<file path="src/rtl/led_status_driver_if.sv">
// LED status driver bus: debug mode code, activity strobe, PWM duty in; board LEDs out.
interface led_status_driver_if;
    logic [1:0] led_dbg;
    logic       act_pulse;
    logic [7:0] pwm_duty;
    logic [7:0] LEDS;

    modport master (output led_dbg, output act_pulse, output pwm_duty, input LEDS);
    modport slave  (input led_dbg, input act_pulse, input pwm_duty, output LEDS);
endinterface

</file>
<file path="src/rtl/led_status_driver.sv">
// Board LED driver: mode LED (off/on/slow/fast blink), stretched activity LED, heartbeat,
// and an optional PWM brightness LED enabled by the LED_PWM_EN macro.
module led_status_driver #(
    parameter int unsigned TICK_DIV      = 125000,
    parameter int unsigned HB_TICKS      = 500,
    parameter int unsigned SLOW_TICKS    = 250,
    parameter int unsigned FAST_TICKS    = 50,
    parameter int unsigned STRETCH_TICKS = 100
) (
    input  logic                clk,
    input  logic                reset_n,
    led_status_driver_if.slave  bus
);

    localparam int unsigned TICK_W = $clog2(TICK_DIV);
    localparam int unsigned HB_W   = $clog2(HB_TICKS + 1);
    localparam int unsigned PH_MAX = (SLOW_TICKS > FAST_TICKS) ? SLOW_TICKS : FAST_TICKS;
    localparam int unsigned PH_W   = $clog2(PH_MAX + 1);
    localparam int unsigned ST_W   = $clog2(STRETCH_TICKS + 1);

    typedef enum logic [1:0] {OFF, ON, BLK_ON, BLK_OFF} state_e;

    state_e            state_q, state_d;
    logic [1:0]        mode_q;
    logic [TICK_W-1:0] tick_cnt_q, tick_cnt_d;
    logic [PH_W-1:0]   phase_q, phase_d;
    logic              rate_q, rate_d;
    logic [ST_W-1:0]   stretch_q, stretch_d;
    logic [HB_W-1:0]   hb_cnt_q, hb_cnt_d;
    logic              hb_led_q, hb_led_d;
    logic              tick_c;
    logic [PH_W-1:0]   half_m1_c;
    logic              pwm_led_c;

    assign tick_c    = (tick_cnt_q == TICK_W'(TICK_DIV - 1));
    assign half_m1_c = rate_q ? PH_W'(FAST_TICKS - 1) : PH_W'(SLOW_TICKS - 1);

    always_ff @(posedge clk or negedge reset_n) begin
        if (!reset_n) begin
            state_q    <= OFF;
            mode_q     <= 2'b00;
            tick_cnt_q <= '0;
            phase_q    <= '0;
            rate_q     <= 1'b0;
            stretch_q  <= '0;
            hb_cnt_q   <= '0;
            hb_led_q   <= 1'b0;
        end else begin
            state_q    <= state_d;
            mode_q     <= bus.led_dbg;
            tick_cnt_q <= tick_cnt_d;
            phase_q    <= phase_d;
            rate_q     <= rate_d;
            stretch_q  <= stretch_d;
            hb_cnt_q   <= hb_cnt_d;
            hb_led_q   <= hb_led_d;
        end
    end

    // Tick prescaler, activity stretch (pulse reload beats tick decrement) and heartbeat.
    always_comb begin
        tick_cnt_d = tick_c ? '0 : tick_cnt_q + TICK_W'(1);
        stretch_d  = stretch_q;
        hb_cnt_d   = hb_cnt_q;
        hb_led_d   = hb_led_q;
        if (bus.act_pulse) begin
            stretch_d = ST_W'(STRETCH_TICKS);
        end else if (tick_c && (stretch_q != '0)) begin
            stretch_d = stretch_q - ST_W'(1);
        end
        if (tick_c) begin
            if (hb_cnt_q == HB_W'(HB_TICKS - 1)) begin
                hb_cnt_d = '0;
                hb_led_d = ~hb_led_q;
            end else begin
                hb_cnt_d = hb_cnt_q + HB_W'(1);
            end
        end
    end

    // Mode FSM; rate_q remembers which blink rate is running (0 slow, 1 fast).
    always_comb begin
        state_d = state_q;
        phase_d = phase_q;
        rate_d  = rate_q;
        case (state_q)
            BLK_ON, BLK_OFF: begin
                if (!mode_q[1]) begin
                    state_d = mode_q[0] ? ON : OFF;
                    phase_d = '0;
                end else if (mode_q[0] != rate_q) begin
                    rate_d  = mode_q[0];
                    phase_d = '0;
                end else if (tick_c) begin
                    if (phase_q == half_m1_c) begin
                        state_d = (state_q == BLK_ON) ? BLK_OFF : BLK_ON;
                        phase_d = '0;
                    end else begin
                        phase_d = phase_q + PH_W'(1);
                    end
                end
            end
            default: begin
                case (mode_q)
                    2'b00:   state_d = OFF;
                    2'b01:   state_d = ON;
                    default: begin
                        state_d = BLK_ON;
                        phase_d = '0;
                        rate_d  = mode_q[0];
                    end
                endcase
            end
        endcase
    end

`ifdef LED_PWM_EN
    logic [7:0] pwm_cnt_q;
    logic [7:0] duty_q;

    // Duty shadow reloads only at the period boundary so a duty change never glitches.
    always_ff @(posedge clk or negedge reset_n) begin
        if (!reset_n) begin
            pwm_cnt_q <= 8'd0;
            duty_q    <= 8'd0;
        end else begin
            pwm_cnt_q <= pwm_cnt_q + 8'd1;
            if (pwm_cnt_q == 8'hFF) begin
                duty_q <= bus.pwm_duty;
            end
        end
    end

    assign pwm_led_c = (pwm_cnt_q < duty_q);
`else
    logic unused_duty;
    assign unused_duty = ^bus.pwm_duty;
    assign pwm_led_c   = 1'b0;
`endif

    assign bus.LEDS = {hb_led_q, pwm_led_c, 4'b0000, (stretch_q != '0),
                       ((state_q == ON) || (state_q == BLK_ON))};

endmodule

</file>
<file path="src/flat_wrapper.sv">
// flat-port wrapper written by rule: the top's interface ports become plain ports
module led_status_driver_flat 
#(
    parameter int unsigned TICK_DIV      = 125000,
    parameter int unsigned HB_TICKS      = 500,
    parameter int unsigned SLOW_TICKS    = 250,
    parameter int unsigned FAST_TICKS    = 50,
    parameter int unsigned STRETCH_TICKS = 100
)
  (clk, reset_n, bus_led_dbg, bus_act_pulse, bus_pwm_duty, bus_LEDS);
  led_status_driver_if bus_i ();
  input  logic clk;
  input  logic reset_n;
  input wire logic [$bits(bus_i.led_dbg)-1:0] bus_led_dbg;
  input wire logic [$bits(bus_i.act_pulse)-1:0] bus_act_pulse;
  input wire logic [$bits(bus_i.pwm_duty)-1:0] bus_pwm_duty;
  output wire logic [$bits(bus_i.LEDS)-1:0] bus_LEDS;
  assign bus_i.led_dbg = bus_led_dbg;
  assign bus_i.act_pulse = bus_act_pulse;
  assign bus_i.pwm_duty = bus_pwm_duty;
  assign bus_LEDS = bus_i.LEDS;
  led_status_driver #(.TICK_DIV(TICK_DIV), .HB_TICKS(HB_TICKS), .SLOW_TICKS(SLOW_TICKS), .FAST_TICKS(FAST_TICKS), .STRETCH_TICKS(STRETCH_TICKS)) u_core (.clk(clk), .reset_n(reset_n), .bus(bus_i));
endmodule
</file>
<file path="config.mk">
export PLATFORM = sky130hd
export DESIGN_NAME = led_status_driver_flat
export DESIGN_NICKNAME = d
export VERILOG_FILES = /design/src/rtl/led_status_driver_if.sv /design/src/rtl/led_status_driver.sv /design/src/flat_wrapper.sv
export SDC_FILE = /design/constraint.sdc
export NUM_CORES = 1
export LEC_CHECK = 0
export ABC_CLOCK_PERIOD_IN_PS = 3500
export CORE_UTILIZATION = 50
export CTS_CLUSTER_DIAMETER = 60
export DETAILED_ROUTE_END_ITERATION = 16
export PLACE_DENSITY = 0.7
export SETUP_SLACK_MARGIN = 0.4
export SLEW_MARGIN = 20
export SYNTH_ARGS = -nofsm -noshare
export SYNTH_HDL_FRONTEND = slang
export SYNTH_SLANG_ARGS = --single-unit
</file>
<file path="constraint.sdc">
create_clock -name clk -period 3.5 [get_ports clk]
set_input_delay 0.7 -clock clk [delete_from_list [all_inputs] [get_ports clk]]
set_output_delay 0.7 -clock clk [all_outputs]
set_load 0.01 [all_outputs]
</file>
==> flow_summary.json, run 1 <==
{
  "crit_chain": "inv_1, ha_1, or3b_2, or4_4, dlymetal6s2s_1",
  "worstSetupPathType": "reg2out",
  "hold_violations": 0,
  "place_hpwl_mm": 2.962,
  "n_fill_cell": 420,
  "ios": 21,
  "drive_above_1_share_pct": 8.594,
  "synthDistinctLibCells": 47,
  "cts_tree": "yes",
  "startpoint_type": "flop",
  "critical_path.max_stage_delay_ps": 500,
  "clk_pin_slew_ps": 90,
  "seq_area_frac_synth_pct": 47.93,
  "grt_pass1_vias": 1687,
  "crit_path_end_kind": "output port",
  "period_minus_slack_ps": 2786,
  "rsz0062_at_grt": "false",
  "clockBufferDepth": 2,
  "crit_fanout": 5,
  "drc": 0,
  "grt_usage_pct": 19.24,
  "skew_ps": 10.57,
  "fmax_mhz": 358.9,
  "root_buffer": "clkbuf_8",
  "synth-edff-count": 0,
  "maxCapViolCount": 0,
  "place_area_mm2": 0.002551,
  "start_util_pct": 51.95,
  "cts.sinks": 47,
  "syn_avg_cell_area_um2": 9.894,
  "port_buffers": 7,
  "core-area_mm2": 0.004723,
  "grt_pass1_wl_mm": 7.659,
  "syn2layout_area_growth_pct": 9.893,
  "ys_warn_count": 0,
  "num-nets-final": 275,
  "drtIter0Drc": 87,
  "cts_made_buffers": 5,
  "ys.flop_type": "dfrtp_1",
  "synth-seq-cells": 47,
  "status": "completed",
  "synthCells": 248,
  "min_path_type": "in2async",
  "clk_latency_ps": 300,
  "period_share_pct": 79.60,
  "grt_max_degree": 48,
  "vias": 1773,
  "antenna_found_initial": 0,
  "slew_headroom_pct": 39.12,
  "n_antenna_cell": 0,
  "final_area_mm2": 0.002696,
  "place_congestion": 0.7342,
  "drv_slew": 0,
  "leakage_nw": 1.163,
  "cts.htree.levels": 2,
  "synthArstFlopShare_pct": 100.0,
  "routed_via_density": 5.489,
  "die_y_um": 72.05,
  "finalSetupTns_ps": 0,
  "routedWlPerCell_um": 13.50,
  "ctsResizeCount": 1,
  "ant_nets": 0,
  "num_rows": 25,
  "vdd_drop_max_v": 0.0002924,
  "worstMarginPinSlew_ps": 904.8,
  "total_power_mw": 1.083,
  "globalRoute.totalOverflow": 0,
  "crit_arrival_ps": 2090,
  "netlist_area_mm2": 0.002454,
  "utilization_pct": 57.09,
  "cts_setup_buffers": 0,
  "power_density_mw_per_mm2": 401.7,
  "hold_buffers": 0,
  "die-area_mm2": 0.005191,
  "slowest_stage": "or3b_2",
  "die_width_um": 72.05,
  "drt_first_pass_iters": 4,
  "required_ps": 2800,
  "setup_viol": 0,
  "wirelength_mm": 4.361
}
-- path summary, 6_finish.rpt --
path,cells after the start,slack (ps),startpoint,endpoint
min in group clk,1,470,u_core.hb_led_q,u_core.hb_led_q
hold reg to reg,1,470,u_core.hb_led_q,u_core.hb_led_q
max in group asynchronous,1,2700,reset_n,u_core.tick_cnt_q[9]
setup / recovery,5,710,u_core.stretch_q[0],bus_LEDS[1]
setup reg to reg,5,1320,u_core.tick_cnt_q[4],u_core.stretch_q[6]
hold / removal,1,390,reset_n,u_core.phase_q[5]
-- state kept, by name, indices dropped and copies added, names as in the netlist --
| register | count |
|---|---|
| u_core.rate_q | 1 |
| u_core.hb_cnt_q | 9 |
| u_core.mode_q | 2 |
| u_core.tick_cnt_q | 17 |
| u_core.hb_led_q | 1 |
| u_core.state_q | 2 |
| u_core.stretch_q | 7 |
| u_core.phase_q | 8 |
-- kinds of logic after synthesis --
| logic type | Yosys count | synth area share (%) |
|---|---|---|
| adders and majority gates | 7 | 3.569 |
| other | 1 | 0.1528 |
| buffers and inverters | 21 | 4.385 |
| xor gates and xnor gates | 19 | 6.782 |
| muxes | 5 | 2.193 |
| DFF | 47 | 47.93 |
| and+or+nand+nor | 112 | 24.73 |
| AOI/OAI and AO/OA | 36 | 10.25 |
-- area by class of cell --
type | instances | area (um^2) | area share (%)
clock buffer | 5 | 68.82 | 2.552
multi-input combinational | 184 | 1189 | 44.08
timing repair buffer | 8 | 77.57 | 2.877
tap | 67 | 83.83 | 3.109
sequential | 47 | 1176 | 43.62
clock inverter | 3 | 67.56 | 2.506
inverter | 9 | 33.78 | 1.253
-- per-stage QoR --
step	hold slack (ps)	setup WS [ps]	instances
after floorplan	404.4	1201	252
after global placement	458.4	712.3	315
final	388.1	713.8	323
after global routing	435.1	645.0	323
after CTS	478.2	412.9	323
after detailed placement	465.2	711.9	315
-- critical path: cells and delay by family, from the launching register on --
family | cells | cell delay (ps)
AND/OR/NAND/NOR | 2 | 970
flip-flops | 1 | 380
buffers and inverters | 2 | 280
adder cells (fa/ha/maj) | 1 | 160
-- Yosys cell counts (2+ instances only) --
| master | number | area share, % |
|---|---|---|
| dfrtp_1 | 47 | 48 |
| nor2_1 | 25 | 3.8 |
| nand2_1 | 23 | 3.5 |
| nand3_1 | 15 | 3.1 |
| xnor2_1 | 13 | 4.6 |
| o21ai_0 | 10 | 2.0 |
| inv_1 | 9 | 1.4 |
| and3_1 | 7 | 1.8 |
| buf_4 | 7 | 2.1 |
| ha_1 | 7 | 3.6 |
| xor2_1 | 6 | 2.1 |
| and2_1 | 5 | 1.3 |
| nand4_1 | 5 | 1.3 |
| o31ai_1 | 5 | 1.5 |
| a31oi_1 | 4 | 1.0 |
| a221o_1 | 3 | 1.2 |
| and4_1 | 3 | 1.1 |
| clkbuf_1 | 3 | 0.46 |
| mux2_2 | 3 | 1.4 |
| nand2b_1 | 3 | 0.76 |
| nor2b_1 | 3 | 0.76 |
| or2_2 | 3 | 0.76 |
| or3_1 | 3 | 0.76 |
| or4_1 | 3 | 0.92 |
| a21o_1 | 2 | 0.61 |
| a21oi_1 | 2 | 0.41 |
| buf_2 | 2 | 0.41 |
| mux2i_1 | 2 | 0.82 |
| nand3b_1 | 2 | 0.61 |
| nand4b_1 | 2 | 0.71 |
| nor3_1 | 2 | 0.41 |
| nor4_1 | 2 | 0.51 |
| o2bb2ai_1 | 2 | 0.71 |
| o41ai_1 | 2 | 0.71 |
-- layout by cell type (no fill, tap or decap), drive strengths merged, types with 6 or more instances in the layout --
cell type,count
dfrtp,47
nor2,25
nand2,23
nand3,15
xnor2,13
o21ai,11
inv,9
and3,7
ha,7
xor2,6
-- power breakdown --
group / switching [mW] / internal, mW
sequential: 0.00500 / 0.548
combinational: 0.0353 / 0.0229
clock: 0.187 / 0.285
total: 0.228 / 0.855
-- layer usage --
layer	wire length, um	up-vias	track usage, %
met4	50	0	6.972
met2	2044	21	31.55
li1	-	884	-
met1	2150	863	25.59
met5	0	-	0
met3	115	5	3.750
No activity file was read; power rests on OpenSTA's default activity.
==> run 2, diff against run 1 <==
--- a/config.mk
+++ b/config.mk
@@ -5,11 +5,11 @@
 export SDC_FILE = /design/constraint.sdc
 export NUM_CORES = 1
 export LEC_CHECK = 0
-export ABC_CLOCK_PERIOD_IN_PS = 3500
+export ABC_CLOCK_PERIOD_IN_PS = 2200
 export CORE_UTILIZATION = 50
 export CTS_CLUSTER_DIAMETER = 60
 export DETAILED_ROUTE_END_ITERATION = 16
-export PLACE_DENSITY = 0.7
+export PLACE_DENSITY = 0.73
 export SETUP_SLACK_MARGIN = 0.4
 export SLEW_MARGIN = 20
 export SYNTH_ARGS = -nofsm -noshare
==> constraint.sdc (replaced) <==
create_clock -name clk -period 2.2 [get_ports clk]
set_input_delay 0.44 -clock clk [delete_from_list [all_inputs] [get_ports clk]]
set_output_delay 0.44 -clock clk [all_outputs]
set_load 0.01 [all_outputs]
==> run 2 against run 1 <==
The flow now finishes with violations (setup timing). Final cell count up 7.1%. Worst hold slack worse by 300 ps. Via count up 8.7%. Final area up 20%. Critical path type unchanged. Critical endpoint unchanged.
==> flow_summary.json, run 2 (synthesis results as in run 1) <==
{
  "grt_max_degree": 48,
  "worstRegToRegCells": 9,
  "rsz0062_at_grt": "true",
  "start_util_pct": 51.95,
  "fin_ws_ps": -88.58,
  "reg.largest.list": "u_core.tick_cnt_q: 17 flops, u_core.hb_cnt_q: 9 flops, u_core.phase_q: 8 flops",
  "grt_usage_pct": 21.81,
  "place_congestion": 0.7980,
  "final_cells": 346,
  "required_ps": 1760,
  "crit_path_end_kind": "output port",
  "leakage_nw": 1.403,
  "vdd_drop_max_v": 0.0003144,
  "largest_register": "u_core.tick_cnt_q",
  "core-area_mm2": 0.004723,
  "total_power_mw": 1.503,
  "violations": "setup timing",
  "place_area_mm2": 0.002685,
  "period_minus_slack_ps": 2289,
  "cts_tree": "yes",
  "period_share_pct": 104.0,
  "cts_made_buffers": 5,
  "path_buf_inv": 2,
  "clockBufferDepth": 2,
  "mostFrequentLayoutCells": "dfrtp_1 (46), nor2_1 (18), nand2_1 (16)",
  "vias": 1927,
  "ant_nets": 0,
  "utilization_pct": 68.34,
  "port_buffers": 7,
  "cts.sinks": 47,
  "drc": 0,
  "hold_violations": 0,
  "multi_input_area_mm2": 0.001534,
  "syn2layout_area_growth_pct": 31.57,
  "die-area_mm2": 0.005191,
  "hold_buffers": 0,
  "drv_slew": 0,
  "n_fill_cell": 344,
  "grt_pass1_vias": 1874,
  "cts.htree.levels": 2,
  "grt_pass1_wl_mm": 8.749,
  "min_path_type": "in2async",
  "crit_arrival_ps": 1850,
  "mostFrequentLayoutCell": "dfrtp_1",
  "num_rows": 25,
  "critical_path.max_stage_delay_ps": 430,
  "n_antenna_cell": 0,
  "slowest_stage": "or4_4",
  "num-nets-final": 298,
  "largest_reg_flops": 17,
  "drt_first_pass_iters": 4,
  "clk_latency_ps": 310,
  "skew_ps": 15.00,
  "antenna_found_initial": 0,
  "finalSetupTns_ps": -88.58,
  "power_density_mw_per_mm2": 465.7,
  "routedWlPerCell_um": 15.21,
  "drtIter0Drc": 140,
  "root_buffer": "clkbuf_8",
  "die_y_um": 72.05,
  "crit_fanout": 2,
  "ff2ff_setup_slack_ps": 20,
  "timing.rr.end": "u_core.stretch_q[3]",
  "routed_via_density": 5.569,
  "regArea_mm2": 0.001177,
  "fmax_mhz": 437.0,
  "clk_pin_slew_ps": 90,
  "ios": 21,
  "worstSetupPathType": "reg2out",
  "globalRoute.totalOverflow": 0,
  "dpl_worst_slack_ps": -117.0,
  "whs_ps": 89.80,
  "status": "finished, violations left",
  "wirelength_mm": 5.264,
  "drive_above_1_share_pct": 32.62,
  "place_hpwl_mm": 3.062,
  "die_width_um": 72.05,
  "timing.rr.start": "u_core.stretch_q[0]",
  "setup_viol": 1,
  "dp.cells": 326,
  "maxCapViolCount": 0,
  "startpoint_type": "flop",
  "final_area_mm2": 0.003228,
  "cp_top_family": "simple AND/OR/NAND/NOR gates",
  "crit_chain": "inv_2, ha_4, or3b_4, or4_4, buf_6"
}
-- run 2: worst max-delay path by stage --
stage	from	to	cells after the start
CTS	u_core.stretch_q[0]	bus_LEDS[1]	5
global route	u_core.stretch_q[0]	bus_LEDS[1]	5
floorplan	u_core.stretch_q[0]	u_core.stretch_q[1]	7
detailed placement	u_core.stretch_q[0]	bus_LEDS[1]	5
finish	u_core.stretch_q[0]	bus_LEDS[1]	5
global placement	u_core.stretch_q[1]	bus_LEDS[1]	5
-- run 2: repair_timing --
item                                    CTS  global route
pin swaps                                26            11
endpoints found under the setup margin   37            38
gates resized for setup                  64            24
buffers inserted                          9             3
-- run 2: metal layers --
| layer | vias to the layer above | routed length (um) | GRT usage [%] |
|---|---|---|---|
| met2 | 26 | 2697 | 35.43 |
| met1 | 969 | 2365 | 29.17 |
| li1 | 925 | - | - |
| met3 | 7 | 118 | 3.333 |
| met5 | - | 0 | 0 |
| met4 | 0 | 83 | 9.586 |
-- run 2: power breakdown --
part / switching (mW) / internal, mW
logic: 0.0668 / 0.0487
registers: 0.00835 / 0.871
clock network: 0.285 / 0.224
-- run 2: area by class of cell --
type / instances / area share (%)
clock inverters: 1 / 0.1550
repair buffers: 31 / 9.845
clock buffers: 7 / 2.364
inverters: 9 / 1.047
flip-flops and latches: 47 / 36.47
well taps: 67 / 2.597
multi-input cells: 184 / 47.52
